$ cat config.mk
export PLATFORM = sky130hd
export DESIGN_NAME = image_scanner
export DESIGN_NICKNAME = d
export VERILOG_FILES = /design/src/rtl/image_scanner_pkg.sv /design/src/rtl/image_scanner_serial_shifter.sv /design/src/rtl/image_scanner.sv
export SDC_FILE = /design/constraint.sdc
export NUM_CORES = 1
export LEC_CHECK = 0
export CORE_MARGIN = 2
export CORE_UTILIZATION = 50
export CTS_BUF_LIST = sky130_fd_sc_hd__clkbuf_8
export CTS_CLUSTER_SIZE = 20
export DETAILED_ROUTE_END_ITERATION = 7
export PLACE_DENSITY = 0.76
export SLEW_MARGIN = 15
export SYNTH_ARGS = -nofsm -noshare
export SYNTH_HDL_FRONTEND = slang
export SYNTH_SLANG_ARGS = --single-unit
$ cat constraint.sdc
create_clock -name clk -period 5.63 [get_ports clk]
set_input_delay 1.126 -clock clk [delete_from_list [all_inputs] [get_ports clk]]
set_output_delay 1.126 -clock clk [all_outputs]
set_load 0.03 [all_outputs]
$ cat src/rtl/image_scanner_pkg.sv
// Shared widths, scan FSM states and the row-word rotate helper for the LED matrix scanner.
package image_pkg;
    localparam int ROM_W  = 32;
    localparam int ADDR_W = 5;

    typedef enum logic [2:0] {IDLE, FETCH, SHIFT, LATCH, DISPLAY} state_t;

    // Upper half of the doubled word shifted left is the rotate-left result.
    function automatic logic [ROM_W-1:0] rotl32(input logic [ROM_W-1:0] w, input logic [ADDR_W-1:0] n);
        logic [2*ROM_W-1:0] d;
        d = {w, w} << n;
        return d[2*ROM_W-1:ROM_W];
    endfunction
endpackage

$ cat src/rtl/image_scanner_serial_shifter.sv
// Serialises a 32-bit row word MSB first onto a divided sClk; done flags the final clk cycle of the sequence.
module serial_shifter
    import image_pkg::*;
#(
    parameter int CLK_DIV = 2
) (
    input  logic             clk,
    input  logic             rst_n,
    input  logic             load,
    input  logic [ROM_W-1:0] word,
    output logic             sclk,
    output logic             sdata,
    output logic             done
);
    localparam int DW = (CLK_DIV > 1) ? $clog2(CLK_DIV) : 1;

    logic             busy;
    logic             phase;
    logic [DW-1:0]    div;
    logic [4:0]       bitn;
    logic [ROM_W-1:0] sreg;
    logic             tick;

    assign tick  = (div == DW'(CLK_DIV - 1));
    assign done  = busy & tick & phase & (bitn == 5'd31);
    // The MSB of the shift register is the line itself, so sData stays flop-driven.
    assign sdata = sreg[ROM_W-1];

    always_ff @(posedge clk or negedge rst_n) begin
        if (!rst_n) begin
            busy  <= 1'b0;
            phase <= 1'b0;
            div   <= '0;
            bitn  <= '0;
            sreg  <= '0;
            sclk  <= 1'b0;
        end else if (load) begin
            busy  <= 1'b1;
            phase <= 1'b0;
            div   <= '0;
            bitn  <= '0;
            sreg  <= word;
            sclk  <= 1'b0;
        end else if (busy) begin
            if (!tick) begin
                div <= div + 1'b1;
            end else begin
                div <= '0;
                if (!phase) begin
                    phase <= 1'b1;
                    sclk  <= 1'b1;
                end else begin
                    phase <= 1'b0;
                    sclk  <= 1'b0;
                    if (bitn == 5'd31) begin
                        busy <= 1'b0;
                        sreg <= '0;
                    end else begin
                        bitn <= bitn + 1'b1;
                        sreg <= {sreg[ROM_W-2:0], 1'b0};
                    end
                end
            end
        end
    end
endmodule

$ cat src/rtl/image_scanner.sv
// Row-multiplexed LED matrix scanner: fetches each ROM row, shifts it to the column chain, latches, then lights the row.
module image_scanner
    import image_pkg::*;
#(
    parameter int ROWS          = 8,
    parameter int CLK_DIV       = 2,
    parameter int DWELL         = 100,
    parameter int SCROLL_FRAMES = 30
) (
    input  logic              clk,
    input  logic              rst_n,
    input  logic              enable,
    input  logic              scrollEn,
    input  logic [ROM_W-1:0]  dataRom,
    output logic [ADDR_W-1:0] addRom,
    output logic              sClk,
    output logic              sData,
    output logic              sLatch,
    output logic [ROWS-1:0]   rowSel,
    output logic              frameDone
);
    localparam int RW   = (ROWS > 1) ? $clog2(ROWS) : 1;
    localparam int CMAX = (DWELL > CLK_DIV) ? DWELL : CLK_DIV;
    localparam int CW   = (CMAX > 1) ? $clog2(CMAX) : 1;
    localparam int FW   = (SCROLL_FRAMES > 1) ? $clog2(SCROLL_FRAMES) : 1;

    state_t            state;
    logic [RW-1:0]     row;
    logic [ADDR_W-1:0] offset;
    logic [FW-1:0]     fcnt;
    logic [CW-1:0]     cnt;
    logic              load;
    logic              sh_done;
    logic [ROM_W-1:0]  word;

    assign addRom = ADDR_W'(row);
    assign load   = (state == FETCH);
    assign word   = rotl32(dataRom, offset);

    serial_shifter #(.CLK_DIV(CLK_DIV)) u_shifter (
        .clk   (clk),
        .rst_n (rst_n),
        .load  (load),
        .word  (word),
        .sclk  (sClk),
        .sdata (sData),
        .done  (sh_done)
    );

    always_ff @(posedge clk or negedge rst_n) begin
        if (!rst_n) begin
            state     <= IDLE;
            row       <= '0;
            offset    <= '0;
            fcnt      <= '0;
            cnt       <= '0;
            sLatch    <= 1'b0;
            rowSel    <= '0;
            frameDone <= 1'b0;
        end else begin
            frameDone <= 1'b0;
            case (state)
                IDLE:  if (enable) state <= FETCH;
                FETCH: state <= SHIFT;
                SHIFT: if (sh_done) begin
                    state  <= LATCH;
                    sLatch <= 1'b1;
                    cnt    <= '0;
                end
                LATCH: if (cnt == CW'(CLK_DIV - 1)) begin
                    state  <= DISPLAY;
                    sLatch <= 1'b0;
                    rowSel <= ROWS'(1) << row;
                    cnt    <= '0;
                end else begin
                    cnt <= cnt + 1'b1;
                end
                DISPLAY: if (cnt == CW'(DWELL - 1)) begin
                    // Rows are blanked before the next shift so old columns never ghost.
                    rowSel <= '0;
                    cnt    <= '0;
                    state  <= enable ? FETCH : IDLE;
                    if (row == RW'(ROWS - 1)) begin
                        row       <= '0;
                        frameDone <= 1'b1;
                        if (!scrollEn) begin
                            fcnt <= '0;
                        end else if (fcnt == FW'(SCROLL_FRAMES - 1)) begin
                            fcnt   <= '0;
                            offset <= offset + 1'b1;
                        end else begin
                            fcnt <= fcnt + 1'b1;
                        end
                    end else begin
                        row <= row + 1'b1;
                    end
                end else begin
                    cnt <= cnt + 1'b1;
                end
                default: state <= IDLE;
            endcase
        end
    end
endmodule

==> impl_summary.log <==
INFO  metric status = completed
INFO  metric post_layout_min_period = 2900 ps
INFO  metric hold_class = flip-flop to flip-flop
INFO  metric combined_area_of_all_synthesized_cells = 5310 um2
INFO  metric routed_wl = 14200 um
INFO  metric first_global_vias = 4471
INFO  metric syn2layout_area_growth = 13.6%
INFO  metric via_count = 4609
INFO  metric place.gp.congestion = 0.964
INFO  metric ys_top_cells_by_count = sky130_fd_sc_hd__dfrtp_1 (73), sky130_fd_sc_hd__a22oi_1 (44), sky130_fd_sc_hd__o22ai_1 (35)
INFO  metric hold_depth = 2
INFO  metric synth_top_flop_cell = sky130_fd_sc_hd__dfrtp_1
INFO  metric io_pins = 53
INFO  metric hpwlAfterDp = 10500 um
INFO  metric finalNetCount = 619
INFO  metric min_period_over_period = 51.5%
INFO  metric timing.slew.headroom = 38.7%
INFO  metric vias_per_cell = 6.50
INFO  metric power.combinational.fraction = 13.8%
INFO  metric grt_setup_unrepaired = false
INFO  metric yosysWarnings = 0
INFO  metric synth_area_leaders = sky130_fd_sc_hd__dfrtp_1 (34%), sky130_fd_sc_hd__mux4_2 (9.8%), sky130_fd_sc_hd__a22oi_1 (6.2%)
INFO  metric critPathArrivalTime = 3140 ps
INFO  metric total_power = 0.00114 W
INFO  metric cp_num_buf_inv = 1
INFO  metric crit_path_max_fanout = 35
INFO  metric crit_path_cell_trace = buf_4 > mux2_2 > mux4_2 > o22ai_1 > nor3_1 > a221o_1
INFO  metric power.share.switching = 26.5%
INFO  metric distinct_cell_type_count_after_synthesis = 53
INFO  metric kind_of_cell_adding_the_most_delay_to_the_critical_path = multiplexers
INFO  metric netlist.area_leader.share = 34.4%
INFO  metric seqPwrFrac = 47.8%
INFO  metric design.die.area = 11500 um2
INFO  metric cts-root-to-sink-buffers = 2
INFO  metric post-synth-top-area-cell = sky130_fd_sc_hd__dfrtp_1
INFO  metric finalHoldViolations = 0
INFO  metric fraction_of_registers_with_async_set_reset = 100%
INFO  metric syn_area_per_cell = 9.83 um2
INFO  metric grt_max_degree = 53
INFO  metric timing.hold.worst_endpoint = u_shifter.sreg[24]
INFO  metric synth_enable_flop_cells = 0
INFO  metric die_y = 107 um
INFO  metric number_of_flip_flops_and_latches_in_the_synthesized_netlist = 73
INFO  metric crit_required = 5870 ps
INFO  metric coreArea = 10300 um2
INFO  metric worstSetupPathType = flip-flop to flip-flop
INFO  metric vdd_drop_max = 0.000118 V
INFO  metric mean_routed_wirelength_per_cell = 20.0 um
INFO  metric count_of_antenna_diodes_in_the_layout = 0
INFO  metric critical_path.reg2reg.startpoint = offset[1]
INFO  metric pre_cts_ws = 2460 ps
INFO  metric buffer_ports.inserted = 50
INFO  metric die_w = 107 um
INFO  metric setup_tns = 0 ps
INFO  metric worst_r2r_path_depth = 6
INFO  metric portion_of_the_post_synthesis_area_used_by_sequential_elements = 34.4%
INFO  metric path_clk_slew = 80 ps
INFO  metric hold_path_startpoint = u_shifter.sreg[23]
INFO  metric p_switching = 0.000301 W
INFO  metric timing.critical_path.slowest_stage_cell = sky130_fd_sc_hd__dfrtp_2
INFO  metric final_core_occ = 58.4%
INFO  metric num_rows = 37
INFO  metric cts_inserted_buffers = 9
INFO  metric cts.sink_count = 73
INFO  metric cts_hold_buf = 0
INFO  metric initial_core_util = 51.4%
INFO  metric initial_antenna_violation_count = 0
INFO  metric first_pass_grt_wire_length = 23400 um
INFO  metric setup_ws = 2730 ps
INFO  metric cts_root_cell = sky130_fd_sc_hd__clkbuf_8
INFO  metric share_of_layout_cells_above_drive_strength_1 = 13.1%
INFO  metric cell_internal_pwr = 0.000838 W
INFO  metric detail-route-antenna-nets = 0
INFO  metric fmax = 0.345 GHz
INFO  metric drc = 0
INFO  metric power.static_leakage = 2.33 nW
INFO  metric ff2ff_setup_slack = 2730 ps
INFO  metric globalRouteTotalUtil = 26.2%
INFO  metric drtPass1Iterations = 5
INFO  metric ctsResizeCount = 0
INFO  metric cts_post_setup_buffers_inserted = 0
INFO  metric synthMostInstantiatedCell = sky130_fd_sc_hd__dfrtp_1
INFO  metric htree_levels = 3
INFO  metric crit_path_end_kind = flip-flop
INFO  metric clock_power_share = 38.4%
INFO  metric drv_cap = 0
INFO  metric timing.critical_path.from_type = flip-flop
INFO  metric synth_cells = 540
INFO  metric tritoncts = done
INFO  metric finalSetupViolations = 0
INFO  metric power_density = 189 nW/um2
INFO  metric regToRegEndpoint = u_shifter.sreg[31]
INFO  metric actual_transition_at_the_worst_max_transition_pin = 917 ps
INFO  metric clkLatencyLatePin = 360 ps
INFO  metric critical_path.max_stage_delay = 690 ps
INFO  metric drt_iter0_markers = 396
INFO  metric slew_violations = 0
INFO  metric finalClockSkew = 8.88 ps
INFO  metric grt_overflow_total = 0
==> cells in the final DEF (no fill, tap or decap), types with 16 or more instances in the layout <==
cell | netlist | layout
sky130_fd_sc_hd__mux4_2 | 23 | 23
sky130_fd_sc_hd__nand3_1 | 16 | 16
sky130_fd_sc_hd__mux2i_1 | 27 | 27
sky130_fd_sc_hd__o21ai_1 | 23 | 24
sky130_fd_sc_hd__nor2_1 | 32 | 32
sky130_fd_sc_hd__o22ai_1 | 35 | 35
sky130_fd_sc_hd__a22oi_1 | 44 | 44
sky130_fd_sc_hd__dfrtp_1 | 73 | 72
sky130_fd_sc_hd__inv_1 | 18 | 18
sky130_fd_sc_hd__nand2_1 | 31 | 31
sky130_fd_sc_hd__o21ai_0 | 33 | 32
sky130_fd_sc_hd__clkdlybuf4s50_1 | 0 | 49
==> how the worst max path moves through the flow <==
stage | startpoint | to | cells past startpoint
2_1_floorplan | dataRom[16] | u_shifter.sreg[15] | 5
3_3_place_gp | dataRom[19] | u_shifter.sreg[18] | 6
3_5_place_dp | dataRom[19] | u_shifter.sreg[2] | 6
4_1_cts | offset[1] | u_shifter.sreg[31] | 6
5_1_grt | offset[1] | u_shifter.sreg[31] | 6
6_report | offset[1] | u_shifter.sreg[31] | 6
==> layer usage <==
layer | global-route usage [%] | wire length [um] | vias up
met3 | 4.68 | 933 | 32
met2 | 40.7 | 6730 | 209
met4 | 9.83 | 387 | 0
li1 | - | - | 2135
met1 | 36.5 | 6100 | 2233
met5 | 0 | 0 | -
==> power by group through the flow <==
stage / logic, W / registers, W / clock network [W]
final: 0.000157 / 0.000545 / 0.000438
after global routing: 0.000169 / 0.000546 / 0.000467
after CTS: 0.000154 / 0.000545 / 0.000448
after detailed placement: 0.000154 / 0.000555 / 0
after global placement: 0.000152 / 0.000555 / 0
after floorplan: 0.0000857 / 0.000551 / 0
==> stage by stage <==
step,hold WS (ps),cell area [um2],cells
2_1_floorplan,467,5310,541
3_3_place_gp,482,5800,692
3_5_place_dp,487,5800,692
4_1_cts,503,6020,708
5_1_grt,521,6030,709
6_report,503,6030,709
==> worst min-delay path, stage by stage (launching register included) <==
cell	delay, ps
sky130_fd_sc_hd__dfrtp_1	350
sky130_fd_sc_hd__a22oi_1	60
sky130_fd_sc_hd__nand2_1	60
==> area by class of cell <==
cell class | instances | area, um2
well taps | 136 | 170
multi-input cells | 408 | 3200
flip-flops and latches | 73 | 1830
fillers | 882 | 4290
clock inverters | 5 | 62.6
inverters | 20 | 75.1
repair buffers | 56 | 548
clock buffers | 11 | 151
==> registers in the layout (all words and copies together), names as in the netlist, 3 cells and up <==
name / cells
row: 3
offset: 5
fcnt: 5
rowSel: 8
u_shifter.bitn: 5
u_shifter.sreg: 32
state: 3
cnt: 7
==> cell families (layout without fill, tap and decap cells) <==
| family | after synthesis | count (layout) | synth area share, % |
|---|---|---|---|
| compound gates | 185 | 185 | 23.0 |
| simple gates | 116 | 116 | 10.3 |
| mux | 77 | 77 | 20.9 |
| flops | 73 | 73 | 34.4 |
| buf+inv | 60 | 92 | 5.61 |
| fa+ha+maj | 15 | 15 | 3.54 |
| xor+xnor | 13 | 13 | 2.15 |
| other cells | 1 | 2 | 0.0707 |
Power figures use the tool's default switching activity.
